**config.mk**
```make
export PLATFORM = sky130hd
export DESIGN_NAME = serializador_matriz
export DESIGN_NICKNAME = d
export VERILOG_FILES = /design/src/rtl/matriz_pkg.sv /design/src/rtl/seletor_elemento.sv /design/src/rtl/serializador_matriz.sv
export SDC_FILE = /design/constraint.sdc
export NUM_CORES = 1
export LEC_CHECK = 0
export BUFFER_PORTS_ARGS = -buffer_cell sky130_fd_sc_hd__buf_4
export CAP_MARGIN = 10
export CORE_ASPECT_RATIO = 1.25
export CORE_UTILIZATION = 30
export CTS_BUF_LIST = sky130_fd_sc_hd__clkbuf_4
export CTS_CLUSTER_DIAMETER = 30
export DETAILED_ROUTE_END_ITERATION = 6
export MAX_ROUTING_LAYER = met4
export SETUP_SLACK_MARGIN = 0.2
export SKIP_LAST_GASP = 1
export SLEW_MARGIN = 20
export SYNTH_ARGS = -nofsm -noshare
export SYNTH_HDL_FRONTEND = slang
export SYNTH_SLANG_ARGS = --single-unit
export TNS_END_PERCENT = 20
```
**constraint.sdc**
```tcl
create_clock -name clk -period 19.96 [get_ports clk]
set_input_delay 5.988 -clock clk [delete_from_list [all_inputs] [get_ports clk]]
set_output_delay 5.988 -clock clk [all_outputs]
set_load 0.01 [all_outputs]
```
**src/rtl/matriz_pkg.sv**
```systemverilog
// matriz_pkg: shared constants, FSM state type and element-addressing helpers for the matrix datapath
// Provides ELEM_W/DIM/MAT_W/ADDR_W, estado_t {IDLE, WRITE, DONE},
// offset_elem(l, c) = bit offset of element (l,c) in the packed row-major matrix,
// clamp_n(t) = active dimension with 0 and values above DIM mapped to DIM.
package matriz_pkg;
    localparam int ELEM_W = 8;
    localparam int DIM    = 5;
    localparam int MAT_W  = DIM * DIM * ELEM_W;
    localparam int ADDR_W = 9;
    typedef enum logic [1:0] {IDLE, WRITE, DONE} estado_t;
    // 8 bits cover the largest offset (192) inside the 200-bit matrix exactly
    function automatic logic [7:0] offset_elem(input logic [2:0] l, input logic [2:0] c);
        return 8'(DIM * ELEM_W) * {5'b0, l} + 8'(ELEM_W) * {5'b0, c};
    endfunction
    function automatic logic [2:0] clamp_n(input logic [2:0] t);
        return (t == 3'd0 || t > 3'(DIM)) ? 3'(DIM) : t;
    endfunction
endpackage

```
**src/rtl/seletor_elemento.sv**
```systemverilog
// seletor_elemento: combinational pick of one element from a packed matrix, optionally transposed
// Ports: matriz_i (packed matrix), lin_i/col_i (element coordinates), transpor_i (1 = read (col,lin)),
//        elem_o (selected element).
module seletor_elemento
    import matriz_pkg::*;
(
    input  logic [MAT_W-1:0]  matriz_i,
    input  logic [2:0]        lin_i,
    input  logic [2:0]        col_i,
    input  logic              transpor_i,
    output logic [ELEM_W-1:0] elem_o
);
    assign elem_o = transpor_i ? matriz_i[offset_elem(col_i, lin_i) +: ELEM_W]
                               : matriz_i[offset_elem(lin_i, col_i) +: ELEM_W];
endmodule

```
**src/rtl/serializador_matriz.sv**
```systemverilog
// serializador_matriz: streams the NxN top-left block of a captured matrix into memory, one element per accepted write
// Ports: clk/rst (async active-high), start (sampled in IDLE), matriz/base_addr/tamanho/transpor (captured on start),
//        mem_wr_en/mem_addr/mem_wdata (registered write request), mem_ready (write accepted),
//        busy (WRITE or DONE), done (one-cycle completion pulse).
module serializador_matriz
    import matriz_pkg::*;
(
    input  logic              clk,
    input  logic              rst,
    input  logic              start,
    input  logic [MAT_W-1:0]  matriz,
    input  logic [ADDR_W-1:0] base_addr,
    input  logic [2:0]        tamanho,
    input  logic              transpor,
    output logic              mem_wr_en,
    output logic [ADDR_W-1:0] mem_addr,
    output logic [ELEM_W-1:0] mem_wdata,
    input  logic              mem_ready,
    output logic              busy,
    output logic              done
);
    estado_t           state_q;
    logic [MAT_W-1:0]  mat_q;
    logic [ADDR_W-1:0] base_q, addr_q, addr_d;
    logic [2:0]        n_q, lin_q, col_q, lin_d, col_d;
    logic              transp_q, wr_q, idle, ultima_col, ultimo;
    logic [5:0]        prod;
    logic [ELEM_W-1:0] wdata_q, elem;

    // lin_d/col_d are the coordinates of the element presented after the current event:
    // (0,0) when starting from IDLE, otherwise the successor of the element just accepted.
    always_comb begin
        idle       = state_q == IDLE;
        ultima_col = col_q == n_q - 3'd1;
        ultimo     = ultima_col && lin_q == n_q - 3'd1;
        col_d      = (idle || ultima_col) ? 3'd0 : col_q + 3'd1;
        lin_d      = idle ? 3'd0 : ultima_col ? lin_q + 3'd1 : lin_q;
        prod       = {3'b0, lin_d} * {3'b0, n_q};
        addr_d     = idle ? base_addr : base_q + ADDR_W'(prod) + ADDR_W'(col_d);
    end

    // In IDLE the first element comes straight from the inputs being captured
    seletor_elemento u_sel (
        .matriz_i   (idle ? matriz : mat_q),
        .lin_i      (lin_d),
        .col_i      (col_d),
        .transpor_i (idle ? transpor : transp_q),
        .elem_o     (elem)
    );

    always_ff @(posedge clk or posedge rst) begin
        if (rst) begin
            state_q  <= IDLE;
            mat_q    <= '0;
            base_q   <= '0;
            n_q      <= '0;
            transp_q <= 1'b0;
            lin_q    <= '0;
            col_q    <= '0;
            wr_q     <= 1'b0;
            addr_q   <= '0;
            wdata_q  <= '0;
        end else begin
            case (state_q)
                IDLE: if (start) begin
                    state_q  <= WRITE;
                    mat_q    <= matriz;
                    base_q   <= base_addr;
                    transp_q <= transpor;
                    n_q      <= clamp_n(tamanho);
                    lin_q    <= '0;
                    col_q    <= '0;
                    wr_q     <= 1'b1;
                    addr_q   <= addr_d;
                    wdata_q  <= elem;
                end
                WRITE: if (mem_ready) begin
                    if (ultimo) begin
                        state_q <= DONE;
                        wr_q    <= 1'b0;
                    end else begin
                        lin_q   <= lin_d;
                        col_q   <= col_d;
                        addr_q  <= addr_d;
                        wdata_q <= elem;
                    end
                end
                DONE:    state_q <= IDLE;
                default: state_q <= IDLE;
            endcase
        end
    end

    assign mem_wr_en = wr_q;
    assign mem_addr  = addr_q;
    assign mem_wdata = wdata_q;
    assign busy      = state_q != IDLE;
    assign done      = state_q == DONE;
endmodule

```
== Word-level counts from Yosys, hierarchy flattened ==
Index checks and enable logic that the tools add are counted.

* Add/subtract/negate cells: 7
* $mul: 3
* $lt $le $gt $ge: 1
* Equal/unequal tests: 8
* Shift-type cells: 2
* Multiplexer cells: 31
* Reductions and logical operators: 11

{| class="wikitable"
|+ Operators by type and width
! kind !! number
|-
| $shiftx 200x9->8 || 2
|-
| $mux 200 || 1
|-
| $mux 9 || 4
|-
| $mux 8 || 4
|-
| $mux 3 || 9
|-
| $pmux 9 s2 || 1
|-
| $add 8x6->8 || 2
|-
| $pmux 8 s2 || 1
|-
| $pmux 3 s2 || 2
|-
| $mul 3x3->5 const A || 2
|-
| $add 9x3->9 || 1
|-
| $add 9x6->9 || 1
|-
| $ne 2x2->1 const B || 4
|-
| $reduce_and 4->1 || 2
|-
| $add 3x1->3 const B || 2
|-
| $eq 3x3->1 || 2
|-
| $mul 3x3->6 || 1
|-
| $mux 2 || 3
|-
| $mux 1 || 4
|-
| $pmux 2 s2 || 1
|-
| $reduce_bool 2->1 || 2
|-
| $gt 3x3->1 const B || 1
|-
| $logic_not 3->1 || 1
|-
| $reduce_and 3->1 || 1
|-
| 8 further kinds || 9
|}

* Flip-flop bits (word level): 239
* Input port bits: 217
* Word-level logic and storage cells: 73

== Depth between registers and ports, before layout ==
Gate-level depths: netlist (run 1).

* Depth after elaboration: 11
* Gate-level depth with buffers: 22
* Gate-level depth less buffers: 21

== Modules after synthesis ==
From an unflattened synthesis (run 1), not the netlist that was laid out.

* Cell total of the unflattened synthesis: 1,920
* Area, all modules: 14,350.0 µm²

{| class="wikitable"
|+ Modules (own cells, without submodules)
! module !! times used !! cells an instance !! area an instance (µm²)
|-
| serializador_matriz || 1 || 1,754 || 12,346.8
|-
| seletor_elemento || 1 || 166 || 2,003.2
|}

== Worst setup path before layout (run 1) ==
No wires, ideal clock.

* Path kind: input port to flip-flop
* Start: input transpor
* End: register wdata_q[0], in the netlist mem_wdata[0]
* Arrival: 7.501 ns
* Required time: 19.883 ns
* Path slack: 12.382 ns
* Stages: 7
* Path buffers: 1
* Cells stage by stage: a21boi_4 -> mux2i_1 -> xor2_2 -> buf_6 -> mux2i_1 -> mux2_2 -> o21ai_1

* Longest elaborated chain between the ends: 5

{| class="wikitable"
|+ Ends and longest elaborated chain
! element !! line !! RTL
|-
| from (decl) || serializador_matriz.sv:14 || <nowiki>input logic transpor,</nowiki>
|-
| $mux 1 * || serializador_matriz.sv:47 || <nowiki>.transpor_i (idle ? transpor : transp_q),</nowiki>
|-
| $mux 8 * || seletor_elemento.sv:13 || <nowiki>assign elem_o = transpor_i ? matriz_i[offset_elem(col_i, lin_i) +: ELEM_W]</nowiki>
|-
| $mux 8 || serializador_matriz.sv:78 || <nowiki>if (ultimo) begin</nowiki>
|-
| $mux 8 || serializador_matriz.sv:77 || <nowiki>WRITE: if (mem_ready) begin</nowiki>
|-
| $pmux 8 s2 * || serializador_matriz.sv:64 || <nowiki>case (state_q)</nowiki>
|-
| to (signal assigned) || serializador_matriz.sv:75 || <nowiki>wdata_q <= elem;</nowiki>
|-
| to (signal assigned) || serializador_matriz.sv:85 || <nowiki>wdata_q <= elem;</nowiki>
|-
| to (decl) || serializador_matriz.sv:28 || <nowiki>logic [ELEM_W-1:0] wdata_q, elem;</nowiki>
|}

Every way passes the cells marked *; elsewhere a longest branch is shown, timed or not. The select of a mux whose other input is x is not followed.
A chain may end at the register's enable or synchronous reset.

== Worst setup path after layout (run 1) ==
* Start: register state_q[0]
* End: output busy

* Longest elaborated chain between the ends: 1

{| class="wikitable"
|+ Ends and longest elaborated chain
! element !! line !! RTL
|-
| from (decl) || serializador_matriz.sv:22 || <nowiki>estado_t state_q;</nowiki>
|-
| from (signal assigned) || serializador_matriz.sv:53 || <nowiki>state_q <= IDLE;</nowiki>
|-
| from (signal assigned) || serializador_matriz.sv:66 || <nowiki>state_q <= WRITE;</nowiki>
|-
| from (signal assigned) || serializador_matriz.sv:79 || <nowiki>state_q <= DONE;</nowiki>
|-
| $reduce_bool 2->1 || serializador_matriz.sv:97 || <nowiki>assign busy = state_q != IDLE;</nowiki>
|-
| to (decl) || serializador_matriz.sv:19 || <nowiki>output logic busy,</nowiki>
|}

No other way between the ends.

==> summary.md, run 1 <==
| Metric | Value |
|---|---|
| Status | `finished with violations` |
| Failing checks | `design-rule violations` |
| Multi-input gate area | `7180 um2` |
| Fmax | `between 100 and 150 MHz` |
| Unrepaired setup endpoints after global routing | `false` |
| DP HPWL | `around 28,000 um` |
| DRC | `12` |
| WHS | `0.468 ns` |
| Setup TNS | `0 ns` |
| Xor/xnor share of the synthesized area | `1.06%` |
| Die X | `193 um` |
| CP Class | `flop to primary output` |
| CP arrival | `2.94 ns` |
| Share of cells above drive strength 1 | `29.0%` |
| Initial Util | `30.6%` |
| Grt ovf | `0` |
| IO Count | `237` |
| Post-cts sizing count | `0` |
| Synth-to-Final Area Change | `23.3%` |
| GPL Wtd Cong | `0.808` |
| Post-synth cell types | `49` |
| Final hold vios | `0` |
| Worst path required time | `13.97 ns` |
| Worst Setup Start Kind | `flop` |
| Maximum capacitance violations | `0` |
| DR pass1 iterations | `7` |
| Core box area | `44,400 um2` |
| Total number of vias | `roughly 11k` |
| Simple-gate area share of the yosys netlist | `between 20% and 30%` |
| HP Class | `flop to flop` |
| WL/cell | `18.1 um` |
| Slew Viols, Final | `0` |
| Measured slew at the worst slew-check pin | `0.914 ns` |
| Post-synthesis mux area share | `24.1%` |
| Post-Synthesis Cells | `roughly 1.4k` |
| Register area | `~6000 um2` |
| First-pass GRT wire length | `between 60,000 and 70,000 um` |
| Die ar. | `46,300 um2` |
| Mapped cell area | `13,600 um2` |
| Vias in the first global route | `11.3k` |
| Fillers | `4,435` |
| CTS buffer count | `74` |
| Tmin final | `8.92 ns` |
| Seq cells post-synth | `roughly 240` |
| Clk buf depth | `3` |
| Largest net degree at the start of global routing | `101` |
| CP max FO | `42` |
| GRT Total Usage | `about a fifth` |
| Total Wirelength | `40,800 um` |
| Root Buffer | `clkbuf_4` |
| Remaining antenna violation count | `0` |
| CTS tree | `built` |
| TritonCTS Sinks | `239` |
| Largest family of logic cells by synthesized area | `multiplexers` |
| Synth async-reset ratio | `between 90% and 100%` |
| Post-Syn Area per Cell | `9.73 um2` |
| Clk_skew | `0.0627 ns` |
| Mapped Nets | `1,649` |
| EDFF count, synth | `0` |
| Nets | `1,883` |
| Yosys top cell area share | `43.9%` |
| Final Setup Violations | `0` |
| Hold buffer count at CTS | `0` |
| CTS H-tree lvls | `3` |
| Row cnt | `86` |
| Clk_lat worst skew | `roughly 0.78 ns` |
| Primary FF master, synth | `dfrtp_1` |
| Area leader, netlist | `dfrtp_1` |
| Ys Warns | `0` |
| Kind of end point of the critical path | `primary output` |
| Synth area leaders | `dfrtp_1, nand2_1, mux4_2` |
| Max_slew headroom | `between 30% and 40%` |
| Final core occ | `37.8%` |
| Adder-cell area share of the yosys netlist | `3.47%` |
| Antenna violations before repair | `9` |
| Clock Pin Slew Worst Setup and Hold Paths | `0.06 ns` |
| Compound-Gate Fraction of Synth Area | `3.14%` |
| Post-CTS setup buffer count | `0` |
| Die height | `240 um` |
| Sequential element share of the synthesized area | `43.9%` |
| DRT iter0 DRCs | `between 600 and 700` |
| Final Cycle Share | `44.7%` |
| Vias per cell | `4.79` |
| Port Buf Inserts | `236` |
[layout make-up]
class                   instances  area share (%)
diodes                          9           0.134
clock buffers                 103            4.60
clock inverters                18           0.939
inverters                      27           0.648
multi-input cells            1044            42.7
flip-flops and latches        239            35.6
well taps                     572            4.26
repair buffers                247            11.1
[cells in the mapped netlist, types with 4 or more instances]
library cell / count
mux2i_1: 90
nor3_1: 6
xnor2_1: 8
o21ai_1: 8
mux2_2: 16
o21ai_0: 27
nand2_1: 669
a21o_1: 4
a211oi_1: 4
nor2_1: 26
dfrtp_1: 239
inv_1: 25
buf_4: 6
fa_1: 8
mux4_2: 96
a31oi_1: 5
xor2_1: 4
clkbuf_1: 50
ha_1: 25
and3_1: 4
nor2b_1: 6
buf_2: 29
a21oi_1: 9
[registers in the layout (all words and copies together) (netlist names)]
| name | cells |
|---|---|
| mem_addr | 9 |
| n_q | 3 |
| transp_q | 1 |
| mat_q | 200 |
| state_q | 2 |
| lin_q | 3 |
| base_q | 9 |
| mem_wdata | 8 |
| col_q | 3 |
| mem_wr_en | 1 |
[critical path, cell delays in order (launching register included)]
cell	delay (ns)
dfrtp_1	0.52
nor2_8	0.73
clkinv_1	0.59
buf_4	0.31
[final timing paths]
kind,from,end,slack (ns),cells past startpoint
hold reg to reg,mat_q[110],mat_q[110],0.47,2
setup / recovery,state_q[0],busy,11.04,3
max in group asynchronous,rst,mat_q[96],13.24,3
min in group asynchronous,rst,mem_addr[7],5.37,2
hold / removal,mat_q[110],mat_q[110],0.47,2
setup reg to reg,n_q[0],mem_wdata[7],13.70,15
[placed cells by master, fill, tap and decap left out, drive strengths merged, types with 9 or more instances in the layout]
cell / instances
mux2: 17
clkbuf: 103
a21oi: 9
o21ai: 35
inv: 29
mux2i: 91
ha: 25
nand2: 669
nor2: 27
dfrtp: 239
diode: 9
mux4: 96
clkinv: 12
buf: 247
[logic make-up after synthesis]
logic type                 after synthesis
and+or+nand+nor                        724
DFF                                    239
muxes                                  204
buffers and inverters                  116
AOI/OAI and AO/OA                       69
adders and majority gates               33
xor gates and xnor gates                14
[layer usage]
layer / GRT usage (%) / up-vias / routed length (um)
met2: 30.1 / 311 / 20300
met4: 9.26 / 0 / 1540
li1: - / 5183 / -
met1: 22.2 / 5256 / 16400
met3: 4.47 / 81 / 2550
met5: - / - / 0
[metrics by stage]
step	area, um2	setup slack, ns	std cells
after floorplan	13600	7.41	1399
after global placement	15800	11.39	2129
after detailed placement	15800	11.34	2129
after CTS	16800	10.85	2250
after global routing	16800	10.72	2259
final	16800	11.04	2259
Power of run 1 is left out: the tool's default activity adds up to more than one toggle a clock period on the data nets, which glitch-free logic cannot reach.
==> run 2, diff against run 1 <==
--- a/config.mk
+++ b/config.mk
@@ -5,6 +5,7 @@
 export SDC_FILE = /design/constraint.sdc
 export NUM_CORES = 1
 export LEC_CHECK = 0
+export ABC_AREA = 1
 export BUFFER_PORTS_ARGS = -buffer_cell sky130_fd_sc_hd__buf_4
 export CAP_MARGIN = 10
 export CORE_ASPECT_RATIO = 1.25
==> constraint.sdc (replaced) <==
create_clock -name clk -period 9.3 [get_ports clk]
set_input_delay 2.79 -clock clk [delete_from_list [all_inputs] [get_ports clk]]
set_output_delay 2.79 -clock clk [all_outputs]
set_load 0.01 [all_outputs]
==> run 2 against run 1 <==
  * The run now ends clean
  * Worst setup slack worse by 7.0 ns
  * Design area up 9.9%
  * Global-route usage up 2.3 points
  * Non-clock buffer count up 2
  * Synthesized area up 12%
  * Synthesized cell count up 70%
  * Worst hold slack better by 0.014 ns
  * Critical path type is now flop to flop
  * Via count up 43%
  * Sequential share of layout area down 3.2 points
  * Critical path depth up 23
==> summary.md, run 2 <==
| Metric | Value |
|---|---|
| Sequential element share of the synthesized area | `39.1% (-4.8 points)` |
| Total number of vias | `15.5k (+43%)` |
| Vias in the first global route | `15.1k (+34%)` |
| Die X | `204 um (+5.9%)` |
| Post-CTS setup buffer count | `0 (unchanged)` |
| GPL Wtd Cong | `0.925 (+15%)` |
| Simple-gate area share of the yosys netlist | `33.1% (+13 points)` |
| Mapped Nets | `2,624 (+59%)` |
| Post-synthesis mux area share | `0% (-24 points)` |
| Kind of end point of the critical path | `flop` |
| Grt ovf | `0 (unchanged)` |
| EDFF count, synth | `0 (unchanged)` |
| Pre-CTS setup slack | `4.17 ns (-7.18 ns)` |
| Synth async-reset ratio | `100% (unchanged)` |
| Largest family of logic cells by synthesized area | `simple AND/OR/NAND/NOR gates` |
| CTS tree | `built` |
| Area leader, netlist | `dfrtp_1` |
| IO Count | `237 (unchanged)` |
| Worst path required time | `10.01 ns (-3.96 ns)` |
| Mapped cell area | `15,300 um2 (+12%)` |
| Remaining antenna violation count | `0 (unchanged)` |
| Setup TNS | `0 ns (unchanged)` |
| GRT Total Usage | `21.1% (+2.3 points)` |
| CP arrival | `5.95 ns (+3.01 ns)` |
| Final Cycle Share | `around 56%` |
| DRC | `0 (-12)` |
| Top reg by flops | `mat_q` |
| Final Setup Violations | `0 (unchanged)` |
| Clock Pin Slew Worst Setup and Hold Paths | `0.07 ns (about the same)` |
| Root Buffer | `clkbuf_4` |
| Core box area | `50,400 um2 (+13%)` |
| Antenna violations before repair | `1 (-8)` |
| Final hold vios | `0 (unchanged)` |
| Maximum capacitance violations | `0 (unchanged)` |
| Primary FF master, synth | `dfrtp_1` |
| Share of cells above drive strength 1 | `15.2% (-14 points)` |
| TritonCTS Sinks | `239 (unchanged)` |
| Die ar. | `51,900 um2 (+12%)` |
| Vias per cell | `4.70 (-1.9%)` |
| Nets | `2,821 (+50%)` |
| Yosys top cell area share | `39.1% (-4.8 points)` |
| First-pass GRT wire length | `82,800 um (+30%)` |
| Seq cells post-synth | `239 (unchanged)` |
| Port Buf Inserts | `236 (unchanged)` |
| WHS | `0.482 ns (+0.0139 ns)` |
| Ys Warns | `0 (unchanged)` |
| CTS H-tree lvls | `3 (unchanged)` |
| Slew Viols, Final | `0 (unchanged)` |
| Worst Setup Start Kind | `flop` |
| Total Wirelength | `52,500 um (+29%)` |
| DR pass1 iterations | `6 (-1)` |
| Max_slew headroom | `26.2% (-13 points)` |
| Fmax | `191 MHz` |
| Row cnt | `92 (+7.0%)` |
| Commonest non-fill, non-tap cells in the layout | `nand2_1, inv_1, nand3_1` |
| Clk_lat worst skew | `0.80 ns (+0.02 ns)` |
| DP HPWL | `37,200 um (+33%)` |
| Fillers | `5,468 (+23%)` |
| Synth-to-Final Area Change | `20.7%` |
| R2R setup slack | `4.06 ns (-9.64 ns)` |
| Adder-cell area share of the yosys netlist | `3.09% (-0.38 points)` |
| Commonest cells post-synth | `nand2_1, inv_1, nand3_1` |
| Measured slew at the worst slew-check pin | `1.11 ns (+0.192 ns)` |
| Die height | `255 um (+6.0%)` |
| Status | `complete, no violations` |
| Post-Syn Area per Cell | `6.45 um2 (-34%)` |
| WL/cell | `16.0 um (-11%)` |
| Worst setup margin | `4.06 ns (-6.98 ns)` |
| Compound-Gate Fraction of Synth Area | `9.86% (+6.7 points)` |
| Hold buffer count at CTS | `0 (unchanged)` |
| Tmin final | `5.24 ns` |
| HP Class | `flop to flop` |
| Commonest non-fill, non-tap cell in the layout | `nand2_1` |
| Post-synth cell types | `35 (-29%)` |
| CP Class | `flop to flop` |
| DRT iter0 DRCs | `1,088 (+75%)` |
| Cell with the most instances after synthesis | `nand2_1` |
| Post-cts sizing count | `0 (unchanged)` |
| Clk buf depth | `3 (unchanged)` |
| Unrepaired setup endpoints after global routing | `false` |
| Clk_skew | `0.0494 ns (-0.0133 ns)` |
| Post-Synthesis Cells | `2,374 (+70%)` |
| Largest register FFs | `200 (unchanged)` |
| CTS buffer count | `80 (+8.1%)` |
| CP max FO | `54 (+29%)` |
| Synth area leaders | `dfrtp_1, nand2_1, inv_1` |
| Initial Util | `30.4% (-0.29 points)` |
| Xor/xnor share of the synthesized area | `0.229% (-0.83 points)` |
| Largest net degree at the start of global routing | `265 (+160%)` |
## run 2: area by class of cell
cell class,instances,area [um2],share of cell area (%)
antenna,1,2.50,0.0136
clock buffer,105,788,4.27
sequential,239,5980,32.4
multi-input combinational,1567,7120,38.6
tap,658,823,4.46
inverter,434,1640,8.86
clock inverter,33,220,1.19
timing repair buffer,249,1890,10.3
## run 2: final timing paths
check                                    end      start  cells past startpoint
min in group asynchronous        mem_addr[2]        rst                      3
worst min register to register     mat_q[48]  mat_q[48]                      2
worst max-delay path            mem_wdata[5]     n_q[0]                     26
worst min-delay path               mat_q[48]  mat_q[48]                      2
max in group asynchronous         mat_q[150]        rst                      4
worst max register to register  mem_wdata[5]     n_q[0]                     26
## run 2: worst max-delay path: stages (launching register included)
cell	delay, ns
dfrtp_1	0.40
inv_2	0.08
ha_1	0.34
inv_1	0.05
nand2_1	0.06
nand2_1	0.04
nor2_1	0.16
nand2_2	0.14
inv_1	0.14
nor2_1	0.05
nor3_1	0.50
ha_4	0.24
inv_1	0.06
fa_2	1.05
inv_2	0.58
nor2_2	0.19
buf_4	0.27
nand3_1	0.11
nand2_1	0.08
inv_1	0.04
nand3_1	0.08
nand3_1	0.10
nand2_1	0.07
inv_1	0.04
nand2_1	0.06
nand3_1	0.09
nand2_1	0.10
## run 2: cell families (layout without fill, tap and decap cells)
family / after synthesis / count (layout)
AO/OA/AOI/OAI: 296 / 296
XOR/XNOR: 4 / 4
buffers and inverters: 568 / 821
other: 0 / 1
adder cells (fa/ha/maj): 33 / 33
flip-flops: 239 / 239
AND/OR/NAND/NOR: 1234 / 1234
## run 2: routing by layer
metal	global-route usage, %	share of wire (%)	vias up
li1	-	-	7669
met1	25.3	42	7146
met2	34.3	48	516
met3	3.58	5.8	124
met4	10.7	4.4	0
met5	-	0	-
## run 2: through the flow
stage	instances	utilization (%)	area, um2
after detailed placement	3147	34.6	17500
after floorplan	2374	-	15300
after global routing	3286	36.6	18500
final	3286	36.6	18500
after global placement	3147	34.6	17500
after CTS	3285	36.6	18500
Power of run 2 is left out for the same reason.
